===== src/rtl/rr_arb8_pkg.sv =====
// rr_arb8_pkg: shared definitions for the 8-way round-robin arbiter.
//   ARB_N / ARB_IDX_W : requester count and index width
//   arb_state_e       : arbiter FSM state encoding
//   rr_pick()         : rotating-priority first-one finder
package rr_arb8_pkg;

   localparam int ARB_N     = 8;
   localparam int ARB_IDX_W = 3;

   typedef enum logic {
      ST_IDLE  = 1'b0,
      ST_GRANT = 1'b1
   } arb_state_e;

   // Returns the first set request scanning ptr, ptr+1, ... mod 8.
   // Scanning from the far end down lets the closest hit overwrite the rest.
   // Result is only meaningful when req != 0.
   function automatic logic [ARB_IDX_W-1:0] rr_pick(input logic [ARB_N-1:0]     req,
                                                   input logic [ARB_IDX_W-1:0] ptr);
      logic [ARB_IDX_W-1:0] win;
      logic [ARB_IDX_W-1:0] k;
      win = ptr;
      for (int i = ARB_N - 1; i >= 0; i--) begin
         k = ptr + ARB_IDX_W'(i);
         if (req[k]) win = k;
      end
      return win;
   endfunction

endpackage


===== src/rtl/rr_arb8_dc3_8.sv =====
// dc3_8: 3-to-8 one-hot decoder with enable.
//   a   : select index
//   ena : when low, all outputs are zero
//   d   : one-hot output, d[a] set when ena=1
module dc3_8 (
   input  logic [2:0] a,
   input  logic       ena,
   output logic [7:0] d
);

   always_comb begin
      d = '0;
      if (ena) d[a] = 1'b1;
   end

endmodule


===== src/rtl/rr_arb8.sv =====
// rr_arb8: round-robin arbiter sharing one resource among 8 requesters.
// A winner is picked from IDLE with rotating priority, holds the grant until
// done, request drop, ena low or MAX_HOLD cycles, then priority rotates past it.
//   clk      : clock, rising edge
//   rst_n    : synchronous active-low reset
//   ena      : arbiter enable; low releases any grant
//   req      : request vector, bit i = requester i
//   done     : release strobe from the current owner
//   gnt      : one-hot grant
//   gnt_idx  : index of the current owner (valid with gnt_vld)
//   gnt_vld  : a grant is active
//   timeout  : one-cycle pulse, grant revoked by MAX_HOLD
//
// state    | meaning
// ST_IDLE  | no owner; arbitrates when ena=1 and req!=0
// ST_GRANT | owner gnt_idx holds the resource, hold counter running
module rr_arb8
   import rr_arb8_pkg::*;
#(
   parameter  int MAX_HOLD = 16,
   localparam int HOLD_W   = $clog2(MAX_HOLD)
) (
   input  logic                 clk,
   input  logic                 rst_n,
   input  logic                 ena,
   input  logic [ARB_N-1:0]     req,
   input  logic                 done,
   output logic [ARB_N-1:0]     gnt,
   output logic [ARB_IDX_W-1:0] gnt_idx,
   output logic                 gnt_vld,
   output logic                 timeout
);

   localparam logic [HOLD_W-1:0] HOLD_LAST = HOLD_W'(MAX_HOLD - 1);

   arb_state_e           state_q;
   logic [ARB_IDX_W-1:0] ptr_q;
   logic [ARB_IDX_W-1:0] idx_q;
   logic [HOLD_W-1:0]    hold_q;
   logic                 timeout_q;
   logic [ARB_IDX_W-1:0] win_d;

   assign win_d = rr_pick(req, ptr_q);

   always_ff @(posedge clk) begin
      if (!rst_n) begin
         state_q   <= ST_IDLE;
         ptr_q     <= '0;
         idx_q     <= '0;
         hold_q    <= '0;
         timeout_q <= 1'b0;
      end else begin
         timeout_q <= 1'b0;
         case (state_q)
            ST_IDLE: begin
               if (ena && (req != '0)) begin
                  state_q <= ST_GRANT;
                  idx_q   <= win_d;
                  hold_q  <= '0;
               end
            end
            ST_GRANT: begin
               hold_q <= hold_q + HOLD_W'(1);
               // Release priority: enable loss keeps ptr so the same owner
               // can win again; done beats a coincident timeout.
               if (!ena) begin
                  state_q <= ST_IDLE;
               end else if (done || !req[idx_q]) begin
                  state_q <= ST_IDLE;
                  ptr_q   <= idx_q + ARB_IDX_W'(1);
               end else if (hold_q == HOLD_LAST) begin
                  state_q   <= ST_IDLE;
                  ptr_q     <= idx_q + ARB_IDX_W'(1);
                  timeout_q <= 1'b1;
               end
            end
         endcase
      end
   end

   assign gnt_vld = (state_q == ST_GRANT);
   assign gnt_idx = idx_q;
   assign timeout = timeout_q;

   dc3_8 u_dec (
      .a   (idx_q),
      .ena (gnt_vld),
      .d   (gnt)
   );

endmodule

===== config.mk =====
export PLATFORM = sky130hd
export DESIGN_NAME = rr_arb8
export DESIGN_NICKNAME = d
export VERILOG_FILES = /design/src/rtl/rr_arb8_pkg.sv /design/src/rtl/rr_arb8_dc3_8.sv /design/src/rtl/rr_arb8.sv
export SDC_FILE = /design/constraint.sdc
export NUM_CORES = 1
export LEC_CHECK = 0
export CAP_MARGIN = 30
export CELL_PAD_IN_SITES_DETAIL_PLACEMENT = 0
export CELL_PAD_IN_SITES_GLOBAL_PLACEMENT = 2
export CORE_ASPECT_RATIO = 1.5
export CORE_UTILIZATION = 29
export CTS_BUF_LIST = sky130_fd_sc_hd__clkbuf_16
export DETAILED_ROUTE_END_ITERATION = 8
export PLACE_DENSITY = 0.75
export SETUP_SLACK_MARGIN = 0.05
export SLEW_MARGIN = 40
export SYNTH_ARGS = -nofsm -noshare
export SYNTH_HDL_FRONTEND = slang
export SYNTH_SLANG_ARGS = --single-unit

===== constraint.sdc =====
create_clock -name clk -period 3.2 [get_ports clk]
set_clock_uncertainty 0.2 [all_clocks]
set_input_delay 0.64 -clock clk [delete_from_list [all_inputs] [get_ports clk]]
set_output_delay 0.64 -clock clk [all_outputs]
set_load 0.1 [all_outputs]

==> summary.md, run 1 <==
| Metric | Value |
|---|---|
| Avg Inst Size Synth | 8.950 um2 |
| Non-filler cells, final | 272 |
| Post-synth top cells | 16 x nand2_1, 13 x nor2_1, 12 x dfxtp_1, 11 x mux2i_1, 10 x mux4_2 |
| Crit end category | flip-flop |
| FMAX | 0.3362 GHz |
| Pin count of the biggest net entering global routing | 24 |
| Vias per inst | 5.415 |
| CTS tree | built |
| Most common cell in the synthesized netlist | nand2_1 |
| RSZ-0062 raised after global routing | no |
| Post-synth EDFFs | 0 |
| Ant. Diodes | 0 |
| Worst Hold Class | reg -> reg |
| Die H | 90.71 um |
| Pwr Total | 0.6881 mW |
| Share of layout cells above drive strength 1 | 30.58% |
| Core Region | 4926 um2 |
| CTS root buf | clkbuf_16 |
| Final setup vio count | 0 |
| Power Density | 338.2 nW/um2 |
| Worst slew margin | 64.46% |
| Setup repair bufs after CTS | 0 |
| Sequential share of power | 25.3% |
| Internal | 0.4424 mW |
| CP Max Fanout | 9 |
| CP required | 3110 ps |
| Worst Slack Setup Final | 225.8 ps |
| IO Count | 25 |
| Syn_nets | 186 |
| # H-tree levels | 1 |
| First-pass GRT wire length | 7169 um |
| Final Util | 41.30% |
| GRT overflow | 0 |
| # rows | 31 |
| Worst hold stages | 2 |
| Reg2Reg Depth | 8 |
| Switching Share | 35.71% |
| Crit Path Class | in -> reg |
| Initial antenna violation count | 0 |
| Final Slew Violations | 0 |
| Combinational share of power | 40.6% |
| Vias in the first global route | 1481 |
| Yosys warns | 0 |
| Post-Syn Area | 1521 um2 |
| CTS buffer count | 3 |
| Seq cells post-synth | 12 |
| Gr usage total | 16.97% |
| Routed wire per std cell | 15.88 um |
| Crit path DAT | 2880 ps |
| Sw Pwr | 0.2458 mW |
| PortBufs | 24 |
| LEAKAGE | 0.7550 nW |
| Antenna viol nets, final | 0 |
| Nets | 223 |
| Initial DRT Pass Iterations | 4 |
| Synth area leader | dfxtp_1 |
| Placed insts | 268 |
| Initial Util | 30.89% |
| Fillcell total | 513 |
| Clock buffer depth | 2 |
| GP Congestion | 0.8387 |
| Minimum clock period | 2974 ps |
| Run status | complete, no violations |
| Top FF cell, synth | dfxtp_1 |
| Yosys top cell area share | 15.79% |
| Clock Sinks | 12 |
| Worst-margin pin slew | 532.4 ps |
| DRT iter0 DRCs | 51 |
| Peak supply drop | 0.1494 mV |
| Die area | 5546 um2 |
| Most area-consuming cells after synthesis | dfxtp_1 16%, mux4_2 15%, mux2i_1 7.2% |
| Worst-Skew Late Latency | 240 ps |
| Synth async-reset ratio | 0% |
| Drt total wl | 4318 um |
| Vias | 1473 |
| Post-synth cell types | 49 |
| Final HPWL DP | 3499 um |
| Drc violations | 0 |
| Clock share of power | 34.1% |
| Worst setup slack after placement | 21.43 ps |
| Fin crit share | 92.94% |
| Post-Syn Instances | 170 |
| Final Hold Viols | 0 |
| Die X | 61.14 um |
| Clock transition at path regs | 50 ps |
| Setup crit start kind | primary input |
| Max-Cap Viols | 0 |
| Sequential-to-total area share from yosys stat | 15.79% |
| Layout area overhead | 33.72% |
## cells by family after synthesis
group	after synthesis	share of synthesized area, %
AO/OA/AOI/OAI	35	15.79
multiplexers	35	34.38
adder cells (fa/ha/maj)	4	3.290
buffers and inverters	19	5.921
XOR/XNOR	5	4.112
flip-flops	12	15.79
AND/OR/NAND/NOR	60	20.72
## layout make-up
cell class / count / area [um2] / share of cell area (%)
Multi-Input combinational cell: 139 / 1247 / 61.32
Clock buffer: 3 / 75.07 / 3.690
Clock inverter: 1 / 3.754 / 0.1845
Inverter: 7 / 26.28 / 1.292
Timing Repair Buffer: 44 / 357.8 / 17.59
Tap cell: 66 / 82.58 / 4.059
Sequential cell: 12 / 241.5 / 11.87
## timing repair
item,CTS,global route
gates resized for setup,0,1
hold buffers,0,0
endpoints found under the setup margin,0,1
## power groups by stage
stage	Sequential, mW	Combinational (mW)	Clock (mW)
after CTS	0.175	0.279	0.240
after global routing	0.176	0.301	0.248
after global placement	0.176	0.272	0
final	0.174	0.279	0.235
after detailed placement	0.177	0.278	0
after floorplan	0.197	0.169	0
## per-stage QoR
| stage | hold slack [ps] | setup TNS [ps] | cell area, um2 |
|---|---|---|---|
| after floorplan | 287.9 | -9.788 | 1592 |
| after global placement | 305.6 | 0 | 1953 |
| after detailed placement | 335.1 | 0 | 1953 |
| after CTS | 340.3 | 0 | 2032 |
| after global routing | 373.4 | 0 | 2034 |
| final | 336.6 | 0 | 2034 |
## registers in the layout (all words and copies together) (netlist names)
signal   flops
gnt_idx      3
gnt_vld      1
hold_q       4
ptr_q        3
timeout      1
## metal layers
metal,routed length [um],up-vias,GRT usage [%]
li1,-,723,-
met1,1702,708,19.79
met2,2407,32,30.34
met3,118,10,1.862
met4,90,0,5.871
met5,0,-,0
## cell usage in the layout, fill, tap and decap left out, types with 3 or more instances in the layout
master / instances
inv_1: 7
mux2_2: 4
mux2i_1: 11
nand2b_1: 3
ha_1: 3
o21ai_0: 7
nor2_1: 7
nand2_1: 16
clkdlybuf4s50_1: 11
nand3_1: 6
a211oi_1: 3
nor2_2: 3
and2_1: 3
nor4_1: 5
clkbuf_16: 3
nor2_4: 3
buf_4: 33
dfxtp_1: 11
mux2_1: 8
mux4_2: 10
a21oi_1: 7
## worst paths after layout
| kind | start | slack (ps) | endpoint |
|---|---|---|---|
| hold reg to reg | hold_q[3]$_SDFFE_PN0P_ | 340 | timeout$_SDFF_PP0_ |
| hold / removal | hold_q[3]$_SDFFE_PN0P_ | 340 | timeout$_SDFF_PP0_ |
| setup reg to reg | ptr_q[0]$_SDFFE_PN0P_ | 300 | gnt_idx[0]$_SDFFE_PN0P_ |
| setup / recovery | req[7] | 230 | gnt_idx[1]$_SDFFE_PN0P_ |
## critical path: stages
cell	delay, ps
clkdlybuf4s50_1	570
mux4_1	600
mux2i_1	300
nand4b_1	190
a2111oi_1	470
nor4_1	120
(Power assumes the default switching activity.)
==> inputs of run 2 (changes only) <==
--- a/config.mk
+++ b/config.mk
@@ -9,12 +9,13 @@
 export CELL_PAD_IN_SITES_DETAIL_PLACEMENT = 0
 export CELL_PAD_IN_SITES_GLOBAL_PLACEMENT = 2
 export CORE_ASPECT_RATIO = 1.5
-export CORE_UTILIZATION = 29
+export CORE_UTILIZATION = 30
 export CTS_BUF_LIST = sky130_fd_sc_hd__clkbuf_16
 export DETAILED_ROUTE_END_ITERATION = 8
-export PLACE_DENSITY = 0.75
+export PLACE_DENSITY = 0.76
 export SETUP_SLACK_MARGIN = 0.05
 export SLEW_MARGIN = 40
 export SYNTH_ARGS = -nofsm -noshare
 export SYNTH_HDL_FRONTEND = slang
+export SYNTH_HIERARCHICAL = 1
 export SYNTH_SLANG_ARGS = --single-unit
==> run 2 against run 1 <==
Against the previous run: maximum frequency rose by 2.7%; utilization fell by 2.0 points; die area fell by 5.0%; first-iteration DRC count fell by 12%; sequential power rose by 5%; global-route usage fell by 0.58 points; register-to-register slack barely moved; non-clock buffer count fell by 12; critical path depth rose by 2; sequential share of layout area rose by 0.85 points; setup slack improved by 78 ps; critical path type unchanged; critical endpoint is now gnt_idx[2]$_SDFFE_PN0P_.
==> summary.md, run 2 <==
| Metric | Value |
|---|---|
| Syn_nets | 172 |
| Vias in the first global route | 1341 |
| Most frequent cells in the layout | 21 x buf_4, 13 x nand2_1, 12 x dfxtp_1, 11 x mux4_2, 11 x clkdlybuf4s50_1 |
| Die X | 59.60 um |
| # hold bufs at CTS | 0 |
| # H-tree levels | 1 |
| Clock share of power | 32.2% |
| Ant. Diodes | 0 |
| Post-Syn Instances | 156 |
| Placed insts | 246 |
| Minimum clock period | 2896 ps |
| Final Util | 39.26% |
| Most common cell in the synthesized netlist | nand2_1 |
| CP Max Fanout | 8 |
| Peak supply drop | 0.1711 mV |
| Most area-consuming cells after synthesis | mux4_2 17%, dfxtp_1 16%, mux2_2 5.3% |
| Crit end category | flip-flop |
| Buffers & Inverters on Critical Path | 2 |
| Final setup vio count | 0 |
| Crit-path cells | clkdlybuf4s50_1, mux4_2, buf_4, o2bb2ai_1, o311ai_1, nand2_1, a21o_1, a211oi_1 |
| CTS buffer count | 3 |
| CTS root buf | clkbuf_16 |
| Yosys top cell area share | 16.60% |
| Die H | 88.39 um |
| Final Hold Viols | 0 |
| FF/Latch Area | 240.2 um2 |
| Final HPWL DP | 3219 um |
| Core Region | 4810 um2 |
| Fin crit share | 90.50% |
| Crit path DAT | 2820 ps |
| RSZ-0062 raised after global routing | no |
| Switching Share | 35.99% |
| Biggest register | hold_q |
| Share of layout cells above drive strength 1 | 28.80% |
| Worst slew margin | 62.41% |
| Resized cells post-CTS | 0 |
| Initial antenna violation count | 0 |
| Gr usage total | 16.39% |
| Sequential share of power | 25.7% |
| Avg Inst Size Synth | 9.568 um2 |
| Post-synth cell types | 55 |
| Post-synth EDFFs | 0 |
| Drc violations | 0 |
| Layout area overhead | 26.49% |
| Initial Util | 31.04% |
| Most common cell after layout, fill and taps aside | buf_4 |
| Worst-Skew Late Latency | 240 ps |
| Setup repair bufs after CTS | 0 |
| PortBufs | 24 |
| Vias | 1387 |
| Max-Cap Viols | 0 |
| Fillcell total | 504 |
| Post-Syn Area | 1493 um2 |
| Worst Hold Class | reg -> reg |
| # rows | 31 |
| Yosys warns | 6 |
| Largest register FFs | 4 |
| Non-filler cells, final | 250 |
| Synth area leader | mux4_2 |
| CP delay by family, top | compound AO/OA/AOI/OAI gates |
| Initial DRT Pass Iterations | 4 |
| DRT iter0 DRCs | 45 |
| Drt total wl | 4017 um |
| Pin count of the biggest net entering global routing | 21 |
| Combinational share of power | 42.1% |
| Antenna viol nets, final | 0 |
| Internal | 0.4526 mW |
| Max incr delay on CP | 520 ps |
| GRT overflow | 0 |
| Clock Sinks | 12 |
| First-pass GRT wire length | 6527 um |
| Crit Path Class | in -> reg |
| Pwr Total | 0.7071 mW |
| Power Density | 374.5 nW/um2 |
| Top FF cell, synth | dfxtp_1 |
| GP Congestion | 0.8866 |
| Nets | 201 |
| Sequential-to-total area share from yosys stat | 16.09% |
| FMAX | 0.3453 GHz |
| Setup crit start kind | primary input |
| Routed wire per std cell | 16.07 um |
| Final Slew Violations | 0 |
| Clock buffer depth | 2 |
| Run status | complete, no violations |
| Die area | 5268 um2 |
| Slowest CP cell | clkdlybuf4s50_1 |
| CTS tree | built |
| Synth async-reset ratio | 0% |
| LEAKAGE | 0.7449 nW |
| Footprint of the multi-input gates | 1192 um2 |
| Vias per inst | 5.548 |
| Post-synth top cells | 13 x nand2_1, 12 x dfxtp_1, 11 x mux4_2, 9 x a21oi_1 |
| Clock transition at path regs | 40 ps |
| IO Count | 25 |
| Worst-margin pin slew | 563.1 ps |
| Seq cells post-synth | 12 |
| CP required | 3120 ps |
| Sw Pwr | 0.2545 mW |
[run 2: cell count changes after synthesis, moves of 3 or more]
| cell | before | now |
|---|---|---|
| nor2b_1 | 2 | 5 |
| nor2_1 | 13 | 5 |
| mux2i_1 | 11 | 7 |
| mux2_1 | 8 | 1 |
| nand3_1 | 6 | 3 |
| nor4_1 | 5 | 0 |
| mux2_2 | 4 | 7 |
| o21ai_1 | 1 | 4 |
| nand2_1 | 16 | 13 |
[run 2: cells by family (layout without fill, tap and decap cells)]
| group | Yosys count | count (layout) | share of synthesized area, % |
|---|---|---|---|
| DFF | 12 | 12 | 16.09 |
| and+or+nand+nor | 46 | 46 | 19.28 |
| xor gates and xnor gates | 5 | 5 | 2.934 |
| buffers and inverters | 15 | 43 | 4.610 |
| AOI/OAI and AO/OA | 46 | 46 | 23.64 |
| adders and majority gates | 4 | 4 | 3.353 |
| muxes | 28 | 28 | 30.09 |
[run 2: final timing paths]
| check | from | end | slack (ps) | depth (start not counted) |
|---|---|---|---|---|
| max | req[2] | gnt_idx[2]$_SDFFE_PN0P_ | 300 | 8 |
| min | hold_q[2]$_SDFFE_PN0P_ | hold_q[2]$_SDFFE_PN0P_ | 320 | 2 |
| max reg2reg | ptr_q[1]$_SDFFE_PN0P_ | gnt_idx[1]$_SDFFE_PN0P_ | 310 | 9 |
| min reg2reg | hold_q[2]$_SDFFE_PN0P_ | hold_q[2]$_SDFFE_PN0P_ | 320 | 2 |
[run 2: metrics by stage]
step | worst slack [ps] | hold WS, ps | cell area [um2] | TNS [ps]
6_report | 304.0 | 321.4 | 1888 | 0
4_1_cts | 243.5 | 331.0 | 1888 | 0
5_1_grt | 142.4 | 363.0 | 1888 | 0
2_1_floorplan | 147.7 | 282.6 | 1501 | 0
3_3_place_gp | 72.20 | 302.2 | 1809 | 0
3_5_place_dp | -6.567 | 326.3 | 1809 | -6.567
[run 2: layout make-up]
cell class,count,area share [%]
inverter,7,1.392
clock buffer,3,3.976
multi-input combinational,129,63.15
sequential,12,12.72
tap,66,4.374
clock inverter,1,0.1988
timing repair buffer,32,14.18
[run 2: worst min-delay path, cell delays in order (launching register included)]
cell	delay [ps]
dfxtp_1	330
o21ai_0	80
a21boi_1	60
[run 2: layer usage]
layer	wire length, um	share of wire, %	track usage [%]
met1	1577	39	17.92
met2	2249	56	31.77
met3	119	3.0	2.924
met4	71	1.8	3.805
met5	0	0	0
[run 2: power groups by stage]
stage	combinational (mW)	sequential, mW	clock (mW)
after floorplan	0.191	0.211	0
after global placement	0.298	0.184	0
after detailed placement	0.299	0.185	0
after CTS	0.299	0.182	0.233
after global routing	0.321	0.185	0.242
final	0.298	0.182	0.227
==> inputs of run 3 (changes only) <==
--- a/config.mk
+++ b/config.mk
@@ -13,7 +13,7 @@
 export CTS_BUF_LIST = sky130_fd_sc_hd__clkbuf_16
 export DETAILED_ROUTE_END_ITERATION = 8
 export PLACE_DENSITY = 0.76
-export SETUP_SLACK_MARGIN = 0.05
+export SETUP_SLACK_MARGIN = 0.15
 export SLEW_MARGIN = 40
 export SYNTH_ARGS = -nofsm -noshare
 export SYNTH_HDL_FRONTEND = slang
==> run 3 against run 2 <==
Against the previous run: clock-buffer cell count did not move; wire length rose by 3.9%; global-route usage rose by 0.76 points; critical path depth did not move; final area rose by 0.33%; flip-flop and latch count did not move; largest power group unchanged.
==> summary.md, run 3 (synthesis gave the netlist of run 2 again) <==
| Metric | Value |
|---|---|
| Run status | complete, no violations |
| DP Area | 1810 um2 |
| LEAKAGE | 0.7460 nW |
| Worst-margin pin slew | 554.4 ps |
| Worst-Skew Late Latency | 240 ps |
| Clock buffer depth | 2 |
| IO Count | 25 |
| Core Region | 4810 um2 |
| Final Util | 39.39% |
| First-pass GRT wire length | 6796 um |
| Minimum clock period | 2866 ps |
| Placed insts | 246 |
| Drt total wl | 4173 um |
| Clock Sinks | 12 |
| Fillcell total | 513 |
| Crit Path Class | in -> reg |
| Worst slew margin | 62.99% |
| Drc violations | 0 |
| CP required | 3140 ps |
| CTS buffer count | 3 |
| Layout area overhead | 26.91% |
| Most common cell after layout, fill and taps aside | buf_4 |
| Share of layout cells above drive strength 1 | 29.89% |
| CTS root buf | clkbuf_16 |
| CP startpoint | req[0] |
| Die X | 59.60 um |
| Routed wire per std cell | 16.69 um |
| Largest register FFs | 4 |
| FMAX | 0.3489 GHz |
| Final setup vio count | 0 |
| Non-filler cells, final | 250 |
| Ant. Diodes | 0 |
| Clock transition at path regs | 40 ps |
| Setup repair bufs after CTS | 0 |
| Crit end category | flip-flop |
| Die H | 88.39 um |
| Worst Slack Setup Final | 334.0 ps |
| Power Density | 374.3 nW/um2 |
| Pwr Total | 0.7090 mW |
| Worst setup slack after placement | -20.38 ps |
| Nets | 201 |
| FF-to-FF Start | ptr_q[1]$_SDFFE_PN0P_ |
| Initial antenna violation count | 0 |
| Peak supply drop | 0.1869 mV |
| Crit path DAT | 2800 ps |
| CTS tree | built |
| Initial Util | 31.04% |
| Vias | 1416 |
| Setup crit start kind | primary input |
| DRT iter0 DRCs | 55 |
| Final Hold Viols | 0 |
| Vias in the first global route | 1393 |
| GRT overflow | 0 |
| Vias per inst | 5.664 |
| # rows | 31 |
| Most frequent cells in the layout | 21 x buf_4, 13 x nand2_1, 11 x mux4_2, 11 x dfxtp_1, 11 x clkdlybuf4s50_1 |
| Initial DRT Pass Iterations | 4 |
| Max-Cap Viols | 0 |
| # H-tree levels | 1 |
| Hold WS | 338.2 ps |
| CP Max Fanout | 7 |
| Biggest register | hold_q |
| Worst Hold Class | reg -> reg |
| Final Slew Violations | 0 |
| PortBufs | 24 |
| HP Start | hold_q[2]$_SDFFE_PN0P_ |
| Fin crit share | 89.56% |
| Die area | 5268 um2 |
| Final HPWL DP | 3228 um |
| Setup TNS | 0 ps |
| Pin count of the biggest net entering global routing | 21 |
| Antenna viol nets, final | 0 |
| RSZ-0062 raised after global routing | no |
| GP Congestion | 0.9387 |
| Gr usage total | 17.15% |
| Final Cell Area | 1894 um2 |
run 3: report_power, final:
part	total, mW	switching (mW)	leakage [nW]	internal, mW
clock	0.225	0.0611	0.0385	0.164
sequential	0.182	0.0240	0.0981	0.158
combinational	0.302	0.171	0.609	0.131
total	0.709	0.256	0.746	0.453
run 3: path summary, 6_finish.rpt:
path,endpoint,slack [ps],depth (start not counted)
worst max-delay path,gnt_idx[2]$_SDFFE_PN0P_,330,8
worst min-delay path,hold_q[2]$_SDFFE_PN0P_,340,2
worst max register to register,gnt_idx[0]$_SDFFE_PN0P_,370,8
worst min register to register,hold_q[2]$_SDFFE_PN0P_,340,2
run 3: final cells by class:
cell class	count	area [um2]	share of cell area, %
sequential	12	241.5	12.75
clock inverter	1	3.754	0.1982
timing repair buffer	32	267.8	14.13
clock buffer	3	75.07	3.963
inverter	7	26.28	1.387
multi-input combinational	129	1197	63.21
tap	66	82.58	4.359
run 3: worst max-delay path: stages:
cell and delay, ps:
clkdlybuf4s50_1 500, mux4_2 520, buf_4 160, o2bb2ai_1 130
o311ai_1 320, nand2_1 90, a21o_1 180, a211oi_2 270
run 3: layer usage:
| metal | global-route usage [%] | wire (um) | up-vias |
|---|---|---|---|
| li1 | - | - | 682 |
| met1 | 18.78 | 1664 | 683 |
| met2 | 33.81 | 2342 | 47 |
| met3 | 3.216 | 146 | 4 |
| met4 | 2.537 | 20 | 0 |
| met5 | 0 | 0 | - |
run 3: timing repair:
action	in CTS	in global routing
setup endpoints to repair	0	1
hold buffers	0	0
resized for setup	0	1
